`src/rtl/mac_pkg.sv`:
```
// Shared definitions for the N x N result streamout: widths, streamer states, header layout.
// The header feature is enabled by defining MAC_STREAMOUT_HDR_EN.
package mac_pkg;

    localparam int W_DEF      = 16;
    localparam int HDR_FCNT_W = 8;

`ifdef MAC_STREAMOUT_HDR_EN
    localparam int HDR_WORDS = 1;
`else
    localparam int HDR_WORDS = 0;
`endif

    typedef enum logic {
        STREAM_IDLE = 1'b0,
        STREAM_RUN  = 1'b1
    } stream_state_e;

    // Counter/index width that never collapses to zero bits.
    function automatic int clog2_min1(input int n);
        return (n < 2) ? 1 : $clog2(n);
    endfunction

    function automatic int hdr_ovf_bit(input int w);
        return w - 1;
    endfunction

    function automatic int hdr_cm_bit(input int w);
        return w - 2;
    endfunction

    function automatic int hdr_cnt_w(input int w);
        return w - 2;
    endfunction

endpackage

```
`src/rtl/mac_stream_ser.sv`:
```
// Tile serializer: holds one stream buffer and emits it as a gapless word stream.
// With MAC_STREAMOUT_HDR_EN each frame starts with a header word carrying a frame count.
module mac_stream_ser
    import mac_pkg::*;
#(
    parameter int W = W_DEF,
    parameter int N = 2
) (
    input  logic             clk,
    input  logic             rst,
    input  logic             load_i,
    input  logic [N*N*W-1:0] tile_i,
    input  logic             col_major_i,
`ifdef MAC_STREAMOUT_HDR_EN
    input  logic             ovf_i,
`endif
    output logic             valid_o,
    output logic             first_o,
    output logic             last_o,
    output logic [W-1:0]     data_o
);

    localparam int NN = N * N;
    localparam int FL = NN + HDR_WORDS;
    localparam int CW = clog2_min1(FL);
    localparam logic [CW-1:0] CNT_LAST = CW'(FL - 1);

    stream_state_e   state_q;
    logic [NN*W-1:0] buf_q;
    logic            cm_q;
    logic [CW-1:0]   cnt_q;
    logic [CW-1:0]   cnt_d;
    logic            valid_q;
    logic            first_q;
    logic [W-1:0]    data_q;

    // Buffer is packed row-major; column-major order transposes the word index.
    function automatic logic [W-1:0] pick(input logic [NN*W-1:0] t, input int k, input logic cm);
        int e;
        e = cm ? ((k % N) * N + k / N) : k;
        return t[e*W +: W];
    endfunction

`ifdef MAC_STREAMOUT_HDR_EN
    localparam int OVF_BIT = hdr_ovf_bit(W);
    localparam int CM_BIT  = hdr_cm_bit(W);
    localparam int CNTW    = hdr_cnt_w(W);

    logic [HDR_FCNT_W-1:0] fcnt_q;

    function automatic logic [W-1:0] hdr_word(input logic ovf, input logic cm,
                                              input logic [HDR_FCNT_W-1:0] fc);
        logic [W-1:0] h;
        h            = '0;
        h[CNTW-1:0]  = CNTW'(fc);
        h[OVF_BIT]   = ovf;
        h[CM_BIT]    = cm;
        return h;
    endfunction
`endif

    assign last_o = (state_q == STREAM_RUN) && (cnt_q == CNT_LAST);
    assign cnt_d  = cnt_q + 1'b1;

    always_ff @(posedge clk) begin
        if (rst) begin
            state_q <= STREAM_IDLE;
            cnt_q   <= '0;
            valid_q <= 1'b0;
            first_q <= 1'b0;
            data_q  <= '0;
`ifdef MAC_STREAMOUT_HDR_EN
            fcnt_q  <= '0;
`endif
        end else if (load_i) begin
            state_q <= STREAM_RUN;
            cnt_q   <= '0;
            valid_q <= 1'b1;
            first_q <= 1'b1;
            buf_q   <= tile_i;
            cm_q    <= col_major_i;
`ifdef MAC_STREAMOUT_HDR_EN
            data_q  <= hdr_word(ovf_i, col_major_i, fcnt_q);
            fcnt_q  <= fcnt_q + 1'b1;
`else
            data_q  <= pick(tile_i, 0, col_major_i);
`endif
        end else if ((state_q == STREAM_RUN) && !last_o) begin
            cnt_q   <= cnt_d;
            first_q <= 1'b0;
            data_q  <= pick(buf_q, int'(cnt_d) - HDR_WORDS, cm_q);
        end else begin
            state_q <= STREAM_IDLE;
            cnt_q   <= '0;
            valid_q <= 1'b0;
            first_q <= 1'b0;
            data_q  <= '0;
        end
    end

    assign valid_o = valid_q;
    assign first_o = first_q;
    assign data_o  = data_q;

endmodule

```
`src/rtl/mac_streamout_nxn.sv`:
```
// Collects an N x N result tile one anti-diagonal per beat and streams it out gaplessly,
// with a one-tile pending slot and sticky overflow. MAC_STREAMOUT_HDR_EN adds frame headers.
module mac_streamout_nxn
    import mac_pkg::*;
#(
    parameter int W = W_DEF,
    parameter int N = 2
) (
    input  logic                             clk,
    input  logic                             rst,
    input  logic                             res_valid_i,
    input  logic [clog2_min1(2*N-1)-1:0]     res_diag_i,
    input  logic [N*W-1:0]                   res_data_i,
    input  logic                             col_major_i,
    output logic                             valid_o,
    output logic                             first_o,
    output logic [W-1:0]                     data_o,
    output logic                             overflow_o
);

    localparam int NN = N * N;
    localparam int DW = clog2_min1(2 * N - 1);
    localparam logic [DW-1:0] D_LAST = DW'(2 * N - 2);

    logic [NN*W-1:0] gather_q;
    logic [NN*W-1:0] gather_d;
    logic            pending_q;
    logic            drop_q;
    logic            overflow_q;
    logic            in_range;
    logic            start_beat;
    logic            last_beat;
    logic            wr_en;
    logic            tile_done;
    logic            load;
    logic            ser_last;

    assign in_range   = res_valid_i && (res_diag_i <= D_LAST);
    assign start_beat = in_range && (res_diag_i == '0);
    assign last_beat  = in_range && (res_diag_i == D_LAST);
    // A tile that started while one was pending is dropped until its last diagonal passes.
    assign wr_en      = in_range && !pending_q && (!drop_q || start_beat);
    assign tile_done  = wr_en && (res_diag_i == D_LAST);
    assign load       = (tile_done && (!valid_o || ser_last)) || (pending_q && ser_last);

    always_comb begin
        gather_d = gather_q;
        if (wr_en) begin
            for (int r = 0; r < N; r++) begin
                if ((int'(res_diag_i) >= r) && (int'(res_diag_i) - r < N))
                    gather_d[(r * N + int'(res_diag_i) - r) * W +: W] = res_data_i[r * W +: W];
            end
        end
    end

    always_ff @(posedge clk) begin
        gather_q <= gather_d;
    end

    always_ff @(posedge clk) begin
        if (rst) begin
            pending_q  <= 1'b0;
            drop_q     <= 1'b0;
            overflow_q <= 1'b0;
        end else begin
            if (load && pending_q)
                pending_q <= 1'b0;
            else if (tile_done && !load)
                pending_q <= 1'b1;

            if (start_beat && pending_q) begin
                drop_q     <= 1'b1;
                overflow_q <= 1'b1;
            end else if (start_beat || last_beat) begin
                drop_q <= 1'b0;
            end
        end
    end

    mac_stream_ser #(
        .W (W),
        .N (N)
    ) u_ser (
        .clk         (clk),
        .rst         (rst),
        .load_i      (load),
        .tile_i      (gather_d),
        .col_major_i (col_major_i),
`ifdef MAC_STREAMOUT_HDR_EN
        .ovf_i       (overflow_q),
`endif
        .valid_o     (valid_o),
        .first_o     (first_o),
        .last_o      (ser_last),
        .data_o      (data_o)
    );

    assign overflow_o = overflow_q;

endmodule

```
`config.mk`:
```
export PLATFORM = sky130hd
export DESIGN_NAME = mac_streamout_nxn
export DESIGN_NICKNAME = d
export VERILOG_FILES = /design/src/rtl/mac_pkg.sv /design/src/rtl/mac_stream_ser.sv /design/src/rtl/mac_streamout_nxn.sv
export SDC_FILE = /design/constraint.sdc
export NUM_CORES = 1
export LEC_CHECK = 0
export BUFFER_PORTS_ARGS = -buffer_cell sky130_fd_sc_hd__clkbuf_2
export CAP_MARGIN = 20
export CORE_UTILIZATION = 51
export CTS_CLUSTER_SIZE = 24
export DETAILED_ROUTE_END_ITERATION = 12
export HOLD_SLACK_MARGIN = 0.08
export PLACE_DENSITY = 0.77
export SLEW_MARGIN = 20
export SYNTH_ARGS = -nofsm -noshare
export SYNTH_HDL_FRONTEND = slang
export SYNTH_HIERARCHICAL = 1
export SYNTH_SLANG_ARGS = --single-unit
```
`constraint.sdc`:
```
create_clock -name clk -period 12.9 [get_ports clk]
set_input_delay 0.645 -clock clk [delete_from_list [all_inputs] [get_ports clk]]
set_output_delay 0.645 -clock clk [all_outputs]
set_load 0.01 [all_outputs]
```
# Word-level counts from Yosys, hierarchy flattened
# Cells that the tools add are included.
op_classes:
  add_sub_neg: 7
  n_eq_ne: 3
  mux: 14
  n_bitwise: 2
  shifts: 5
  n_reduce_logical: 28
  order_cmp: 4
ops:
  columns: ["op", "n"]
  rows:
  - ["two-way mux 64 bit", 4]
  - ["bitwise mux 64 bit", 2]
  - ["variable shift 16 x 33 -> 64 bit, first input constant", 2]
  - ["indexed part select 16 x 33 -> 64 bit", 2]
  - ["indexed part select 64 x 32 -> 16 bit", 1]
  - ["negator 6 -> 33 bit", 1]
  - ["negator 8 -> 33 bit", 1]
  - ["two-way mux 16 bit", 2]
  - ["two-way mux 28 bit", 1]
  - ["logical AND 1 bit", 14]
  - ["zero test 1 bit", 5]
  - ["two-way mux 1 bit", 5]
  - ["equality test 2 bit, second input constant", 2]
  - ["logical OR 1 bit", 4]
  - ["subtractor 3 x 1 -> 4 bit, second input constant", 1]
  - ["adder 2 x 1 -> 3 bit", 1]
  - ["adder 2 x 2 -> 3 bit, first input constant", 1]
  - ["< comparator 3 bit, second input constant", 1]
  - ["OR reduction 3 bit", 1]
  - ["subtractor 2 x 1 -> 3 bit, second input constant", 1]
  - ["adder 2 x 1 -> 2 bit, second input constant", 1]
  - [">= comparator 2 x 1 -> 1 bit, second input constant", 1]
  - ["<= comparator 2 bit, second input constant", 1]
  - ["zero test 2 bit", 1]
  - ["other kinds (6)", 7]
word_totals:
  output_inout_bits: 19
  in_bits: 38
  reg_bits: 152

# Longest topological paths before layout
depth:
  ltp_word: 10
  ltp_mapped: 12

# Modules after synthesis
# The synthesis kept the hierarchy.
by_module_without_submodules:
  columns: ["mod", "cells_each", "area_per_inst_um2", "n_inst", "seq_area_each_um2"]
  rows:
  - ["mac_stream_ser", 261, 3513.4, 1, 2352.3]
  - ["mac_streamout_nxn", 233, 2685.1, 1, 1341.3]

# Least setup slack after synthesis
# Ideal clock, no wire load.
synth_timing:
  path_type: "in2reg"
  from: "input res_diag_i[0]"
  to: "register u_ser.buf_q[0] (enable)"
  path_slack_ns: 8.401
  arrival_ns: 4.044
  required_time_ns: 12.445
  path_stages: 8
  setup_time_ns: 0.455
  n_path_buf: 3
  cell_sequence: "ha_1 or3b_1 buf_6 nor2_1 a32o_1 nor2b_1 clkbuf_1 clkbuf_1"
synth_via:
  elab_chain_len: 9
  elab_cells_between_ends: 12
  classes_between: "order compare: 1; eq/ne: 1; reduce/logical: 10"
synth_rtl:
  columns: ["element", "line", "rtl"]
  rows:
  - ["from (decl)", "mac_streamout_nxn.sv:12", "input logic [clog2_min1(2*N-1)-1:0] res_diag_i,"]
  - ["<= comparator 2 bit", "mac_streamout_nxn.sv:38", "assign in_range = res_valid_i && (res_diag_i <= D_LAST);"]
  - ["logical AND 1 bit", "mac_streamout_nxn.sv:38", null]
  - ["logical AND 1 bit", "mac_streamout_nxn.sv:39", "assign start_beat = in_range && (res_diag_i == '0);"]
  - ["logical OR 1 bit", "mac_streamout_nxn.sv:42", "assign wr_en = in_range && !pending_q && (!drop_q || start_beat);"]
  - ["logical AND 1 bit", "mac_streamout_nxn.sv:42", null]
  - ["logical AND 1 bit *", "mac_streamout_nxn.sv:43", "assign tile_done = wr_en && (res_diag_i == D_LAST);"]
  - ["logical AND 1 bit *", "mac_streamout_nxn.sv:44", "assign load = (tile_done && (!valid_o || ser_last)) || (pending_q && ser_last);"]
  - ["logical OR 1 bit *", "mac_streamout_nxn.sv:44", null]
  - ["named net load", "mac_streamout_nxn.sv:35", "logic load;"]
  - ["AND reduction 2 bit (no source line) *", null, null]
  - ["to (signal assigned)", "mac_stream_ser.sv:80", "buf_q <= tile_i;"]
  - ["to (decl)", "mac_stream_ser.sv:29", "logic [NN*W-1:0] buf_q;"]
# The timed path passes the listed nets; every way through them passes the cells marked *.
# A chain may end at the register's enable or synchronous reset.

# Final worst setup path
layout_timing:
  from: "input res_diag_i[1]"
  to: "register u_ser.data_q[3] (netlist: u_ser/data_o[3])"
layout_via:
  elab_chain_len: 9
  elab_cells_between_ends: 31
  classes_between: "add/sub: 5; order compare: 4; eq/ne: 1; shift: 4; mux: 7; reduce/logical: 10"
layout_rtl:
  columns: ["element", "line", "rtl"]
  rows:
  - ["<= comparator 2 bit", "mac_streamout_nxn.sv:38", null]
  - ["logical AND 1 bit", "mac_streamout_nxn.sv:38", null]
  - ["logical AND 1 bit", "mac_streamout_nxn.sv:39", null]
  - ["logical OR 1 bit", "mac_streamout_nxn.sv:42", null]
  - ["logical AND 1 bit", "mac_streamout_nxn.sv:42", null]
  - ["logical AND 1 bit *", "mac_streamout_nxn.sv:43", null]
  - ["logical AND 1 bit *", "mac_streamout_nxn.sv:44", null]
  - ["logical OR 1 bit *", "mac_streamout_nxn.sv:44", null]
  - ["named net load", "mac_streamout_nxn.sv:35", null]
  - ["two-way mux 16 bit *", "mac_stream_ser.sv:75", "end else if (load_i) begin"]
  - ["to (signal assigned)", "mac_stream_ser.sv:86", "data_q <= pick(tile_i, 0, col_major_i);"]
  - ["to (signal assigned)", "mac_stream_ser.sv:91", "data_q <= pick(buf_q, int'(cnt_d) - HDR_WORDS, cm_q);"]
  - ["to (decl)", "mac_stream_ser.sv:35", "logic [W-1:0] data_q;"]
# The timed path passes the listed nets; every way through them passes the cells marked *. The select of a mux whose other input is x is not followed.

==> reports/metrics.cfg <==
[timing]
slew_violations = 0
setup_violations = 0
rsz0062_at_grt = no
hold_viol_final = 0
fin_skew_ns = 0.00455
worst_pin_slew_ns = 1.03
fin_crit_sh = 0.256
whs_ns = 0.401
slew_headroom = 0.315
fmax_mhz = 303
fin_crit_ns = 3.30
fin_tns_setup_ns = 0

[clock_tree]
cts_buffer_depth = 2
ctsHoldBuffers = 0
cts_buffers = 17
cts_setup_buffers = 0
cts_root_buf = clkbuf_16
clkSinkCount = 152
tritoncts = built
clk_pin_slew_ns = 0.06
post_cts_resized = 0
htreeDepth = 4
clock_latency_ns = 0.42

[route]
antenna_left = 0
drt_iter0_markers = 368
via_per_inst = 6.52
vias = 4490
drt_wl_total_um = 15500
remaining_drc_errors = 4
drtPass1Iterations = 10
wire_per_inst_um = 22.5

[grt]
overflow = 0
grt_max_degree = 83
grt_pass1_vias = 4475
grt_pass1_wl_um = 24300
antenna_found_initial = 0
grt_usage = 0.255

[logic_synthesis]
synth-main-ff-cell = dfxtp_1
async_reset_ff_frac = 0
ys_types = 45
ys_top_cells_by_area = edfxtp_1 (31%), dfxtp_1 (28%), a22o_1 (4.5%)
synth_fp_nets = 539
yosysTopAreaCell = edfxtp_1
syn_area_um2 = 6200
yosysWarnings = 6
yosysSeqAreaShare = 0.596
yosysMostFrequentCell = dfxtp_1
yosysTopAreaCellShare = 0.315
avgSynthCellArea_um2 = 12.5
synth_common_cells = dfxtp_1 (87), edfxtp_1 (65), nor2_1 (37)
synth_edf_count = 65
synth_seq_cells = 152
netlist_instances = 494

[worst_setup_path]
arrival_ns = 3.60
timing.reg2reg.setup_slack_ns = 9.63
r2r-start = drop_q
crit_family = simple AND/OR/NAND/NOR gates
slowest_stage = or4b_1
cp_max_fo = 19
slowest_delay_ns = 1.00
end_kind = flip-flop
crit_path_end = u_ser/data_o[3]
crit_cells = 8
timing.rr.end = u_ser/data_o[3]
required_ns = 13.21
start_kind = input pin
crit_buf_inv = 2
ff2ff_path_depth = 5
crit_start = res_diag_i[1]
crit_chain = clkbuf_2 > inv_1 > ha_1 > nor2b_1 > nor2_1 > a32o_1 > or4b_1 > o41ai_1
critical_path_class = input pin to flip-flop

[floorplan]
pin_count = 57
coreArea_um2 = 11600
rows = 39
die_x_um = 112
dieArea_um2 = 12600
initial_utilization = 0.534
die_h_um = 112

[worst_hold_path]
hp-class = input pin to flip-flop

[placement]
dpl.hpwl_um = 8900
io_buffers = 56
gp_congestion = 0.831

[power_and_ir_drop]
vdd_ir_drop_max_uv = 64.1
p_per_area_nw_per_um2 = 161
p_leak_nw = 2.76

[outcome]
status = finished, violations left
violations = design-rule violations

[final_layout]
nets = 578
n_antenna_cell = 0
final_util = 0.615
area_growth_pct = 15.2
drive_gt1_frac = 0.207

[run]
maxCapViolations = 0

[cell usage in the layout (no fill, tap or decap), drive strengths merged, types with 2 or more instances in the layout]
| cell | instances |
|---|---|
| inv | 9 |
| and3b | 17 |
| nand2 | 20 |
| buf | 6 |
| and4b | 14 |
| nor2b | 20 |
| a32o | 2 |
| edfxtp | 65 |
| a32oi | 15 |
| a211o | 3 |
| clkinvlp | 3 |
| and4 | 2 |
| bufinv | 5 |
| clkinv | 4 |
| nor2 | 37 |
| o32a | 16 |
| dfxtp | 87 |
| a21oi | 2 |
| o21ai | 17 |
| a221o | 15 |
| nor4 | 4 |
| o2bb2ai | 16 |
| nand2b | 6 |
| o41ai | 16 |
| a22o | 32 |
| nand3 | 2 |
| clkbuf | 74 |
| nor3b | 19 |
| ha | 7 |
[worst min path at each step]
stage | start | end | slack, ns | cells past startpoint
floorplan | gather_q[39] | gather_q[39] | 0.43 | 1
global placement | overflow_o | overflow_o | 0.44 | 2
detailed placement | overflow_o | overflow_o | 0.44 | 2
CTS | col_major_i | u_ser/cm_q | 0.39 | 1
global route | col_major_i | u_ser/cm_q | 0.39 | 1
finish | col_major_i | u_ser/cm_q | 0.40 | 1
[per-stage QoR]
step | cells | area, um2 | power [W] | setup slack, ns
after floorplan | 494 | 6200 | 0.000590 | 8.40
after global placement | 657 | 6490 | 0.000612 | 9.37
after detailed placement | 657 | 6490 | 0.000615 | 9.22
after CTS | 689 | 7140 | 0.00115 | 9.65
after global routing | 689 | 7140 | 0.00118 | 9.36
final | 689 | 7140 | 0.00115 | 9.60
[where the power goes]
| group | leakage (nW) | internal, W | switching, W | total [W] |
|---|---|---|---|---|
| Clock | 0.307 | 0.000345 | 0.000197 | 0.000541 |
| Combinational | 1.14 | 0.0000297 | 0.0000417 | 0.0000715 |
| Sequential | 1.32 | 0.000529 | 0.00000818 | 0.000537 |
[metal layers]
metal / vias up / part of all wire / global-route usage
li1: 2013 / - / -
met1: 2185 / 0.43 / 0.343
met2: 255 / 0.46 / 0.390
met3: 37 / 0.079 / 0.0572
met4: 0 / 0.025 / 0.125
met5: - / 0 / 0
[kinds of logic after synthesis]
family / after synthesis / synth area share
AOI/OAI and AO/OA: 136 / 0.199
DFF: 152 / 0.596
and+or+nand+nor: 150 / 0.152
buffers and inverters: 49 / 0.0394
adders and majority gates: 7 / 0.0141
[state kept, by name, indices dropped and copies added (netlist names)]
signal,cells
u_ser/first_o,1
u_ser/buf_q,64
u_ser/cm_q,1
u_ser/data_o,16
pending_q,1
u_ser/cnt_q,2
overflow_o,1
u_ser/valid_o,1
gather_q,64
drop_q,1
[area by class of cell]
cell class / instances / area [um2]
clock inverter: 14 / 221
fill: 896 / 4470
tap: 143 / 179
timing repair buffer: 62 / 325
clock buffer: 18 / 429
sequential: 152 / 3690
inverter: 7 / 26.3
multi-input combinational: 293 / 2270
Power figures use the tool's default switching activity.
